**config.mk**
```make
export PLATFORM = sky130hd
export DESIGN_NAME = tree_router_node
export DESIGN_NICKNAME = d
export VERILOG_FILES = /design/src/rtl/tree_router_pkg.sv /design/src/rtl/tree_router_node_fifo.sv /design/src/rtl/tree_router_node.sv
export SDC_FILE = /design/constraint.sdc
export NUM_CORES = 1
export LEC_CHECK = 0
export ABC_AREA = 1
export BUFFER_PORTS_ARGS = -buffer_cell sky130_fd_sc_hd__buf_2
export CAP_MARGIN = 20
export CORE_ASPECT_RATIO = 0.9
export CORE_MARGIN = 5
export CORE_UTILIZATION = 57
export CTS_CLUSTER_DIAMETER = 200
export DETAILED_ROUTE_END_ITERATION = 10
export PLACE_DENSITY = 0.8
export SKIP_CTS_REPAIR_TIMING = 1
export SLEW_MARGIN = 20
export SYNTH_ARGS = -nofsm -noshare
export SYNTH_HDL_FRONTEND = slang
export SYNTH_SLANG_ARGS = --single-unit
```
**constraint.sdc**
```tcl
create_clock -name clk -period 3.3 [get_ports clk]
set_input_delay 0.33 -clock clk [delete_from_list [all_inputs] [get_ports clk]]
set_output_delay 0.33 -clock clk [all_outputs]
set_load 0.01 [all_outputs]
```
**src/rtl/tree_router_pkg.sv**
```systemverilog
// Shared types and routing helpers for the packet routing tree nodes.
package tree_router_pkg;

    localparam int unsigned WIDTH_PACKET_DEF = 28;
    localparam int unsigned WIDTH_ADDR_DEF   = 3;
    localparam int unsigned WIDTH_DEST_DEF   = 3;
    localparam int unsigned NUM_PORTS        = 3;

    typedef enum logic [1:0] {
        PORT_P = 2'd0,
        PORT_L = 2'd1,
        PORT_R = 2'd2
    } port_e;

    // Leaves below a node share the dest bits above LEVEL; the root owns everything.
    function automatic port_e route(input int unsigned dest, input int unsigned dest_w,
                                    input int unsigned level, input int unsigned node_id);
        port_e p;
        if (level < dest_w && (dest >> level) != node_id) begin
            p = PORT_P;
        end else if (((dest >> (level - 1)) & 32'd1) != 32'd0) begin
            p = PORT_R;
        end else begin
            p = PORT_L;
        end
        return p;
    endfunction

    function automatic port_e port_next(input port_e p);
        port_e n;
        case (p)
            PORT_P:  n = PORT_L;
            PORT_L:  n = PORT_R;
            default: n = PORT_P;
        endcase
        return n;
    endfunction

endpackage

```
**src/rtl/tree_router_node_fifo.sv**
```systemverilog
// Count-based input FIFO; head is presented directly from storage.
module router_fifo #(
    parameter int unsigned WIDTH      = 34,
    parameter int unsigned FIFO_DEPTH = 2
) (
    input  logic             clk,
    input  logic             rst,
    input  logic             push,
    input  logic [WIDTH-1:0] push_data,
    input  logic             pop,
    output logic [WIDTH-1:0] head_c,
    output logic             full_c,
    output logic             empty_c
);

    localparam int unsigned PTR_W = $clog2(FIFO_DEPTH);
    localparam int unsigned CNT_W = PTR_W + 1;

    logic [WIDTH-1:0] mem_q [FIFO_DEPTH];
    logic [PTR_W-1:0] wr_ptr_q, wr_ptr_d;
    logic [PTR_W-1:0] rd_ptr_q, rd_ptr_d;
    logic [CNT_W-1:0] count_q, count_d;
    logic             do_push, do_pop;

    always_comb begin
        full_c   = (count_q == CNT_W'(FIFO_DEPTH));
        empty_c  = (count_q == '0);
        do_push  = push && !full_c;
        do_pop   = pop && !empty_c;
        wr_ptr_d = wr_ptr_q + PTR_W'(do_push);
        rd_ptr_d = rd_ptr_q + PTR_W'(do_pop);
        count_d  = count_q + CNT_W'(do_push) - CNT_W'(do_pop);
    end

    always_ff @(posedge clk) begin
        if (rst) begin
            wr_ptr_q <= '0;
            rd_ptr_q <= '0;
            count_q  <= '0;
        end else begin
            wr_ptr_q <= wr_ptr_d;
            rd_ptr_q <= rd_ptr_d;
            count_q  <= count_d;
        end
    end

    // Storage needs no reset: contents are only observed while count is nonzero.
    always_ff @(posedge clk) begin
        if (do_push) begin
            mem_q[wr_ptr_q] <= push_data;
        end
    end

    assign head_c = mem_q[rd_ptr_q];

endmodule

```
**src/rtl/tree_router_node.sv**
```systemverilog
// Three-port routing tree node: per-input FIFOs, per-output round-robin and output register.
module tree_router_node
    import tree_router_pkg::*;
#(
    parameter int unsigned WIDTH_packet = WIDTH_PACKET_DEF,
    parameter int unsigned WIDTH_addr   = WIDTH_ADDR_DEF,
    parameter int unsigned WIDTH_dest   = WIDTH_DEST_DEF,
    parameter int unsigned WIDTH        = WIDTH_packet + WIDTH_addr + WIDTH_dest,
    parameter int unsigned LEVEL        = 1,
    parameter int unsigned NODE_ID      = 0,
    parameter int unsigned FIFO_DEPTH   = 2
) (
    input  logic             clk,
    input  logic             rst,
    input  logic             p_in_valid,
    output logic             p_in_ready,
    input  logic [WIDTH-1:0] p_in_data,
    input  logic             l_in_valid,
    output logic             l_in_ready,
    input  logic [WIDTH-1:0] l_in_data,
    input  logic             r_in_valid,
    output logic             r_in_ready,
    input  logic [WIDTH-1:0] r_in_data,
    output logic             p_out_valid,
    input  logic             p_out_ready,
    output logic [WIDTH-1:0] p_out_data,
    output logic             l_out_valid,
    input  logic             l_out_ready,
    output logic [WIDTH-1:0] l_out_data,
    output logic             r_out_valid,
    input  logic             r_out_ready,
    output logic [WIDTH-1:0] r_out_data,
    output logic             err_uturn
);

    logic [WIDTH-1:0] in_data    [NUM_PORTS];
    logic [WIDTH-1:0] head       [NUM_PORTS];
    logic [WIDTH-1:0] out_data_q [NUM_PORTS];
    logic [WIDTH-1:0] out_data_d [NUM_PORTS];
    port_e            src_route  [NUM_PORTS];
    port_e            ptr_q      [NUM_PORTS];
    port_e            ptr_d      [NUM_PORTS];
    port_e            gnt        [NUM_PORTS];
    port_e            cand;
    logic [NUM_PORTS-1:0] in_valid, out_ready, full, empty, push, pop, discard, found;
    logic [NUM_PORTS-1:0] out_valid_q, out_valid_d;
    logic             err_q, err_d;

    assign in_valid  = {r_in_valid, l_in_valid, p_in_valid};
    assign out_ready = {r_out_ready, l_out_ready, p_out_ready};
    assign in_data[PORT_P] = p_in_data;
    assign in_data[PORT_L] = l_in_data;
    assign in_data[PORT_R] = r_in_data;

    // Acceptance looks only at registered occupancy, never at downstream ready.
    assign push       = in_valid & ~full & {NUM_PORTS{~rst}};
    assign p_in_ready = !full[PORT_P] && !rst;
    assign l_in_ready = !full[PORT_L] && !rst;
    assign r_in_ready = !full[PORT_R] && !rst;

    for (genvar g = 0; g < NUM_PORTS; g++) begin : g_fifo
        router_fifo #(
            .WIDTH      (WIDTH),
            .FIFO_DEPTH (FIFO_DEPTH)
        ) u_fifo (
            .clk       (clk),
            .rst       (rst),
            .push      (push[g]),
            .push_data (in_data[g]),
            .pop       (pop[g]),
            .head_c    (head[g]),
            .full_c    (full[g]),
            .empty_c   (empty[g])
        );
    end

    always_comb begin
        pop         = '0;
        discard     = '0;
        found       = '0;
        cand        = PORT_P;
        out_valid_d = out_valid_q;
        for (int i = 0; i < NUM_PORTS; i++) begin
            src_route[i]  = route(32'(head[i][WIDTH_dest-1:0]), WIDTH_dest, LEVEL, NODE_ID);
            discard[i]    = !empty[i] && (src_route[i] == 2'(i));
            out_data_d[i] = out_data_q[i];
            ptr_d[i]      = ptr_q[i];
            gnt[i]        = PORT_P;
        end
        // U-turn packets leave their FIFO without competing for any output.
        pop   = discard;
        err_d = |discard;

        for (int o = 0; o < NUM_PORTS; o++) begin
            cand = ptr_q[o];
            for (int k = 0; k < NUM_PORTS; k++) begin
                if (!found[o] && !empty[cand] && src_route[cand] == 2'(o) && cand != 2'(o)) begin
                    found[o] = 1'b1;
                    gnt[o]   = cand;
                end
                cand = port_next(cand);
            end
            out_valid_d[o] = out_valid_q[o] && !out_ready[o];
            if ((!out_valid_q[o] || out_ready[o]) && found[o]) begin
                out_valid_d[o] = 1'b1;
                out_data_d[o]  = head[gnt[o]];
                pop[gnt[o]]    = 1'b1;
                ptr_d[o]       = port_next(gnt[o]);
            end
        end
    end

    always_ff @(posedge clk) begin
        if (rst) begin
            out_valid_q <= '0;
            err_q       <= 1'b0;
            for (int i = 0; i < NUM_PORTS; i++) begin
                out_data_q[i] <= '0;
                ptr_q[i]      <= PORT_P;
            end
        end else begin
            out_valid_q <= out_valid_d;
            err_q       <= err_d;
            for (int i = 0; i < NUM_PORTS; i++) begin
                out_data_q[i] <= out_data_d[i];
                ptr_q[i]      <= ptr_d[i];
            end
        end
    end

    assign p_out_valid = out_valid_q[PORT_P];
    assign l_out_valid = out_valid_q[PORT_L];
    assign r_out_valid = out_valid_q[PORT_R];
    assign p_out_data  = out_data_q[PORT_P];
    assign l_out_data  = out_data_q[PORT_L];
    assign r_out_data  = out_data_q[PORT_R];
    assign err_uturn   = err_q;

endmodule
```
# After elaboration in Yosys (flattened, before gate mapping)
# Memories as Yosys holds them, arrays and structs flattened. A register that Yosys moved wholly into a read port is not among the register bits.
# Cells that the tools add are included.
[op_classes]
n_addsub = 12
n_lt_le_gt_ge = 27
eq_ne = 29
n_mux = 123
bitwise = 25
reduce_logical = 102
[op_table]
columns = ["operator", "count"]
rows = [
  ["34-bit two-way mux", 12],
  ["34-bit binary-select mux with 2-bit select", 3],
  ["32-bit nonzero test", 3],
  ["2-bit two-way mux", 39],
  ["1-bit logical AND", 45],
  ["2-bit binary-select mux with 2-bit select", 9],
  ["3-bit greater-or-equal comparator, second input constant", 12],
  ["2-bit by 3-bit < comparator with 1-bit output, second input constant", 12],
  ["1-bit two-way mux", 36],
  ["2-bit NOT with 3-bit output", 12],
  ["2-bit one-hot mux with 2 select lines", 9],
  ["2-bit zero test", 16],
  ["1-bit zero test", 28],
  ["2-bit by 1-bit equality test with 1-bit output, second input constant", 13],
  ["1-bit binary-select mux with 2-bit select", 9],
  ["2-bit equality test, second input constant", 7],
  ["3-bit two-way mux", 3],
  ["3-bit bitwise OR", 3],
  ["1-bit adder", 6],
  ["2-bit by 1-bit adder with 2-bit output", 3],
  ["3-bit bitwise AND", 2],
  ["1-bit demux with 2-bit select", 3],
  ["2-bit by 1-bit greater-or-equal comparator with 1-bit output, second input constant", 3],
  ["2-bit by 1-bit != test with 1-bit output, second input constant", 3],
  ["10 further kinds", 27],
]
[word_totals]
regBits = 16
mem_bits_rw = 312
in_bits = 110
elab_cells = 334
n_memories = 5
[mem_list]
columns = ["name", "words", "word_bits", "read_ports", "rd_ports_with_merged_regs", "wr", "line", "source"]
rows = [
  ["out_data_q", 3, 34, 3, 0, 3, "tree_router_node.sv:38", "logic [WIDTH-1:0] out_data_q [NUM_PORTS];"],
  ["g_fifo[0].u_fifo.mem_q", 2, 34, 1, 1, 1, "tree_router_node_fifo.sv:19", "logic [WIDTH-1:0] mem_q [FIFO_DEPTH];"],
  ["g_fifo[1].u_fifo.mem_q", 2, 34, 1, 1, 1, "tree_router_node_fifo.sv:19", ""],
  ["g_fifo[2].u_fifo.mem_q", 2, 34, 1, 1, 1, "tree_router_node_fifo.sv:19", ""],
  ["ptr_q", 3, 2, 3, 0, 3, "tree_router_node.sv:41", "port_e ptr_q [NUM_PORTS];"],
]

# Longest topological paths before layout
# Gate-level depths: netlist of the first run.
[logic_depth]
ltp_word = 32
mapped_depth = 21
mapped_depth_nobuf = 19

# By module
# Synthesis of the first run repeated with hierarchy kept, for this count alone.
[unflattened]
cells_unflattened = 1486
area_unflattened_um2 = 14876.8
[modules_own_cells]
columns = ["mod", "n_inst", "cells_each", "area_each_um2"]
rows = [
  ["router_fifo", 3, 141, 2837.7],
  ["tree_router_node", 1, 1063, 6363.6],
]

# Worst setup path before layout of the first run
# No wires, ideal clock.
[synth_path]
path_type = "register to register"
from = "register, netlist name g_fifo[0].u_fifo.rd_ptr_q"
to = "register g_fifo[0].u_fifo.count_q[1]"
setup_ps = 120
arrival_time_ps = 2378
path_slack_ps = 802
path_stages_with_launch = 21
n_path_buf = 2
synth_period_minus_slack_ps = 2498
path_cell_list = "dfxtp_1 -> buf_6 -> inv_4 -> nand2_2 -> nand2_4 -> nand3_2 -> nand2_1 -> nand2_1 -> nand3_2 -> nand3_2 -> nand2_4 -> inv_2 -> buf_6 -> a21oi_2 -> inv_1 -> ha_1 -> inv_1 -> ha_1 -> xor2_1 -> o21ai_0 -> a21oi_1"
[synth_lines]
columns = ["item", "line", "source"]
rows = [
  ["to (signal assigned)", "tree_router_node_fifo.sv:43", "count_q <= count_d;"],
  ["to (decl)", "tree_router_node_fifo.sv:22", "logic [CNT_W-1:0] count_q, count_d;"],
]

==> results of run 1 <==
[per-stage QoR]
| stage | instances | power, mW | cell area [um2] | hold slack [ps] |
|---|---|---|---|---|
| 5_1_grt | 2071 | 15.4 | 16800 | -6.29 |
| 4_1_cts | 2042 | 14.6 | 16500 | -14.2 |
| 3_3_place_gp | 1978 | 10.6 | 15300 | 423 |
| 3_5_place_dp | 1978 | 10.7 | 15300 | 426 |
| 6_report | 2073 | 14.7 | 16800 | -0.839 |
| 2_1_floorplan | 1502 | 9.05 | 14100 | 422 |
[power by group]
part           switching, mW  total (mW)  internal (mW)
sequential             0.420        5.41           4.99
clock                   1.59        3.93           2.34
combinational           3.89        5.41           1.51
[Yosys cell counts, drive strengths merged]
library cell,count
nand3b,1
buf,46
a22oi,2
nor2,93
dfxtp,124
nand2,603
xor2,3
edfxtp,204
nand4,71
ha,12
a211oi,1
o21ai,15
a21oi,23
o21bai,1
nand3,97
nor3,3
clkbuf,30
o221ai,5
inv,136
a31oi,29
nor3b,3
[final cells by class]
class	count	area [um2]
Tap cell	308	385
Timing Repair Buffer	272	1570
Antenna cell	3	7.51
Clock inverter	17	176
Clock buffer	47	982
Sequential cell	328	8610
Inverter	136	526
Multi-Input combinational cell	962	4510
Fill cell	1794	7500
[placed cells by master (no fill, tap or decap), types with 8 or more instances in the layout]
cell,netlist,final
nor2_1,89,89
inv_1,123,122
buf_2,29,218
a21oi_1,19,19
edfxtp_1,204,204
clkbuf_16,0,36
dfxtp_1,124,124
nand2_4,8,8
nand2_2,34,34
ha_1,12,12
nand2_1,560,560
nand3_1,90,90
dlygate4sd3_1,0,28
buf_4,6,26
inv_2,9,9
nand4_1,69,69
a31oi_1,29,29
o21ai_0,11,11
[registers in the layout, summed over array words and instances (netlist names)]
register / flops
g_fifo.u_fifo.rd_ptr_q: 3
out_valid_q: 3
g_fifo.u_fifo.wr_ptr_q: 3
g_fifo.u_fifo.mem_q: 204
ptr_q: 6
g_fifo.u_fifo.count_q: 6
out_data_q: 102
err_uturn: 1
[how the worst max path moves through the flow]
stage | from | end | slack (ps)
after global placement | g_fifo[2].u_fifo.rd_ptr_q | g_fifo[0].u_fifo.count_q[1] | 620
after global routing | g_fifo[2].u_fifo.rd_ptr_q | g_fifo[0].u_fifo.count_q[1] | 260
after detailed placement | g_fifo[2].u_fifo.rd_ptr_q | g_fifo[0].u_fifo.count_q[1] | 520
final | g_fifo[2].u_fifo.rd_ptr_q | g_fifo[0].u_fifo.count_q[1] | 480
after floorplan | g_fifo[0].u_fifo.rd_ptr_q | g_fifo[0].u_fifo.count_q[1] | 800
after CTS | g_fifo[2].u_fifo.rd_ptr_q | g_fifo[0].u_fifo.count_q[1] | 490
[metal layers]
metal | part of all wire | track usage
met3 | 0.11 | 0.0636
met2 | 0.46 | 0.430
met5 | 0.00031 | 0
met1 | 0.38 | 0.380
met4 | 0.049 | 0.133
[kinds of logic after synthesis]
logic type                 after synthesis  share of synthesized area
xor gates and xnor gates                 3                    0.00187
and+or+nand+nor                        871                      0.274
AOI/OAI and AO/OA                       76                     0.0340
DFF                                    328                      0.612
buffers and inverters                  212                     0.0683
adders and majority gates               12                     0.0107
==> impl_metrics.env, run 1 <==
export IMPL_critical_path_max_stage_delay_ps=380
export IMPL_r2r_setup_slack_ps=480
export IMPL_wl_um=41300
export IMPL_grt_use_total=0.280
export IMPL_ys_seq_area_frac=0.612
export IMPL_hold_class="input port to flop"
export IMPL_antenna_found_initial=4
export IMPL_r2r_cells=18
export IMPL_fin_ws_ps=476
export IMPL_crit_cells=18
export IMPL_slowest_stage="dfxtp_1"
export IMPL_synth_area_leaders="edfxtp_1, dfxtp_1, nand2_1, inv_1, nand3_1"
export IMPL_criticalPathCategory="flop to flop"
export IMPL_outcome="complete, but fails checks"
export IMPL_wl_per_cell_um=19.9
export IMPL_ys_warn_count=0
export IMPL_cts_root_buf="clkbuf_16"
export IMPL_tns_ps=0
export IMPL_drt_pass1_iter_count=6
export IMPL_fp_dieH_um=159
export IMPL_holdPathStages=1
export IMPL_setup_viol=0
export IMPL_hold_violations=2
export IMPL_dieWidth_um=176
export IMPL_final_util=0.691
export IMPL_cts_tree="built"
export IMPL_tightest_slew_ps=605
export IMPL_whs_endpoint="g_fifo[2].u_fifo.mem_q[0][22]"
export IMPL_clk_latency_ps=520
export IMPL_gp_congestion=0.925
export IMPL_rr_startpoint="g_fifo[2].u_fifo.rd_ptr_q"
export IMPL_grt_pass1_wl_um=60800
export IMPL_cts_buffers_inserted=35
export IMPL_hold_ws_ps=-0.839
export IMPL_ioPinCount=219
export IMPL_setup_worst_path_end_class="flop"
export IMPL_dp_slack_ps=521
export IMPL_hpwl_um=28700
export IMPL_vias_per_cell=5.61
export IMPL_nNetsFinal=1857
export IMPL_vias=11600
export IMPL_netlist_top_cell_by_area="edfxtp_1"
export IMPL_synth_cell_types=40
export IMPL_cts_clk_slew_worst_paths_ps=60
export IMPL_timing_fmax_mhz=354
export IMPL_slew_headroom=0.596
export IMPL_path_cells="inv_6 -> nand2_1 -> nand2_2 -> nand2_4 -> nor2_1 -> a21oi_2 -> nand2_2 -> nand2_1 -> nand2_2 -> o21bai_1 -> a21oi_2 -> inv_1 -> ha_1 -> inv_1 -> ha_1 -> xor2_1 -> o21ai_0 -> a21oi_1"
export IMPL_cp_top_family="simple AND/OR/NAND/NOR gates"
export IMPL_cp_required_ps=3700
export IMPL_hold_start="r_in_data[22]"
export IMPL_std_cell_rows=54
export IMPL_synthCells=1502
export IMPL_gr_total_overflow=0
export IMPL_ant_nets=0
export IMPL_htreeDepth=2
export IMPL_path_max_fanout=34
export IMPL_start_util=0.580
export IMPL_post_route_min_period_ps=2820
export IMPL_ys_seq_elements=328
export IMPL_period_share=0.856
export IMPL_worstPathArrival_ps=3220
export IMPL_fin_skew_ps=20.6
export IMPL_syn_nets=1624
export IMPL_crit_buf_inv=3
export IMPL_max_cap_violations=0
export IMPL_grt_pass1_vias=10700
export IMPL_drive_gt1_frac=0.213
export IMPL_vdd_ir_drop_max_v=0.000605
export IMPL_grt_max_degree=47
export IMPL_drt_iter0_drc=1387
export IMPL_coreArea_mm2=0.0243
export IMPL_port_buffers=218
export IMPL_leakagePower_nw=7.75
export IMPL_rsz0062_at_grt="no"
export IMPL_powerDensity_mw_per_mm2=880
export IMPL_cts_sinks=328
export IMPL_avgSynthCellArea_um2=9.37
export IMPL_syn_to_final_growth_pct=19.0
export IMPL_violations="negative hold slack"
export IMPL_maxSlewViolCount=0
export IMPL_crit_top_cell="nand2_2"
export IMPL_r2r_end="g_fifo[0].u_fifo.count_q[1]"
export IMPL_yosysTopAreaCellShare=0.435
export IMPL_drcViolationCount=0
export IMPL_syn_cell_area_mm2=0.0141
export IMPL_startpoint_type="flop"
export IMPL_clockBufferDepth=3
export IMPL_design_die_area_mm2=0.0279
(Power assumes the default switching activity.)
==> run 2, diff against run 1 <==
- CORE_UTILIZATION: 57 -> 55
- PLACE_DENSITY: 0.8 -> 0.85
==> impl_metrics.env, run 2 (synthesis results as in run 1) <==
export IMPL_dieWidth_um=179
export IMPL_criticalPathCategory="flop to flop"
export IMPL_r2r_cells=18
export IMPL_hold_class="input port to flop"
export IMPL_path_max_fanout=12
export IMPL_hpwl_um=29400
export IMPL_htreeDepth=2
export IMPL_coreArea_mm2=0.0252
export IMPL_clk_latency_ps=540
export IMPL_fp_dieH_um=162
export IMPL_grt_max_degree=43
export IMPL_fin_skew_ps=24.7
export IMPL_largestRegisters="g_fifo.u_fifo.mem_q: 204 flops, out_data_q: 102 flops"
export IMPL_fillers=1833
export IMPL_dp_cells=2014
export IMPL_port_buffers=218
export IMPL_post_route_min_period_ps=2970
export IMPL_grt_pass1_vias=11100
export IMPL_clockBufferDepth=3
export IMPL_drt_iter0_drc=1688
export IMPL_gr_total_overflow=0
export IMPL_vias_per_cell=5.64
export IMPL_ant_nets=0
export IMPL_drcViolationCount=0
export IMPL_drive_gt1_frac=0.208
export IMPL_powerDensity_mw_per_mm2=869
export IMPL_syn_to_final_growth_pct=22.2
export IMPL_regMostFlops="g_fifo.u_fifo.mem_q"
export IMPL_std_cell_rows=55
export IMPL_ioPinCount=219
export IMPL_tightest_slew_ps=780
export IMPL_critical_path_max_stage_delay_ps=580
export IMPL_grt_pass1_wl_um=63100
export IMPL_period_share=0.901
export IMPL_largest_reg_flops=204
export IMPL_setup_worst_path_end_class="flop"
export IMPL_nNetsFinal=1897
export IMPL_worstPathArrival_ps=3430
export IMPL_instances_no_fill=2143
export IMPL_hold_violations=8
export IMPL_vdd_ir_drop_max_v=0.000616
export IMPL_stdcell_area_mm2=0.0172
export IMPL_cts_clk_slew_worst_paths_ps=60
export IMPL_tns_ps=0
export IMPL_cts_sinks=328
export IMPL_grt_use_total=0.285
export IMPL_maxSlewViolCount=0
export IMPL_n_antenna_cell=0
export IMPL_cts_buffers_inserted=34
export IMPL_fin_ws_ps=325
export IMPL_crit_top_cell="nand2_1"
export IMPL_violations="negative hold slack"
export IMPL_dp_slack_ps=454
export IMPL_start_util=0.559
export IMPL_hold_ws_ps=-4.00
export IMPL_layout_common_cells="nand2_1, buf_2, edfxtp_1"
export IMPL_final_util=0.683
export IMPL_slew_headroom=0.479
export IMPL_leakagePower_nw=7.92
export IMPL_wl_per_cell_um=20.2
export IMPL_wl_um=43400
export IMPL_cts_tree="built"
export IMPL_setup_viol=0
export IMPL_startpoint_type="flop"
export IMPL_holdPathStages=1
export IMPL_drt_pass1_iter_count=6
export IMPL_antenna_found_initial=1
export IMPL_timing_fmax_mhz=336
export IMPL_gp_congestion=0.941
export IMPL_slowest_stage="dfxtp_1"
export IMPL_vias=12100
export IMPL_rsz0062_at_grt="no"
export IMPL_placed_area_mm2=0.0154
export IMPL_power_mw=14.9
export IMPL_cts_root_buf="clkbuf_16"
export IMPL_design_die_area_mm2=0.0289
export IMPL_cp_required_ps=3750
export IMPL_max_cap_violations=0
export IMPL_path_cells="inv_2 -> nand2_1 -> nand2_2 -> nand2_4 -> nand2_1 -> nand2_1 -> nand3_2 -> nand3_1 -> nand2_1 -> nand2_2 -> nand3_1 -> a21oi_1 -> ha_1 -> inv_1 -> ha_1 -> xor2_1 -> o21ai_0 -> a21oi_1"
export IMPL_layout_commonest_cell="nand2_1"
export IMPL_outcome="complete, but fails checks"
-- run 2: changes by cell type in the layout (fill, tap and decap cells not counted), moves of 2 or more --
| cell | previous run | this run |
|---|---|---|
| dlygate4sd3_1 | 28 | 67 |
| clkinv_1 | 4 | 1 |
| clkinv_2 | 7 | 4 |
| diode_2 | 3 | 0 |
| buf_4 | 26 | 28 |
| clkbuf_1 | 7 | 9 |
-- run 2: final cells by class --
class                   count  area [um2]  area share
multi-input cells         962        4510       0.262
repair buffers            313        1970       0.115
clock inverters            11         129     0.00749
clock buffers              51        1030      0.0598
inverters                 136         526      0.0306
well taps                 342         428      0.0249
flip-flops and latches    328        8610       0.501
-- run 2: worst max-delay path: cells and delay by family (launching register included) --
| family | cells | cell delay, ps |
|---|---|---|
| compound gates | 3 | 420 |
| xor+xnor | 1 | 190 |
| buf+inv | 2 | 270 |
| simple gates | 10 | 1050 |
| fa+ha+maj | 2 | 400 |
| flops | 1 | 580 |
-- run 2: worst paths after layout --
kind | slack (ps) | endpoint | start
max | 330 | g_fifo[2].u_fifo.count_q[1] | g_fifo[1].u_fifo.rd_ptr_q
min | -4 | g_fifo[1].u_fifo.mem_q[0][6] | l_in_data[6]
max reg2reg | 330 | g_fifo[2].u_fifo.count_q[1] | g_fifo[1].u_fifo.rd_ptr_q
min reg2reg | 440 | out_data_q[0][36] | out_data_q[0][36]
-- run 2: layer usage --
metal  global-route usage  vias up  wire, um
met5                    0        -        11
met4                0.112        2      2020
met3               0.0605      129      5240
met2                0.446      880     19800
met1                0.391     5582     16300
li1                     -     5494         -
-- run 2: report_power, final --
group	switching, mW	internal, mW
Combinational	4.02	1.57
Clock	1.62	2.34
Sequential	0.410	4.99
Total	6.04	8.90
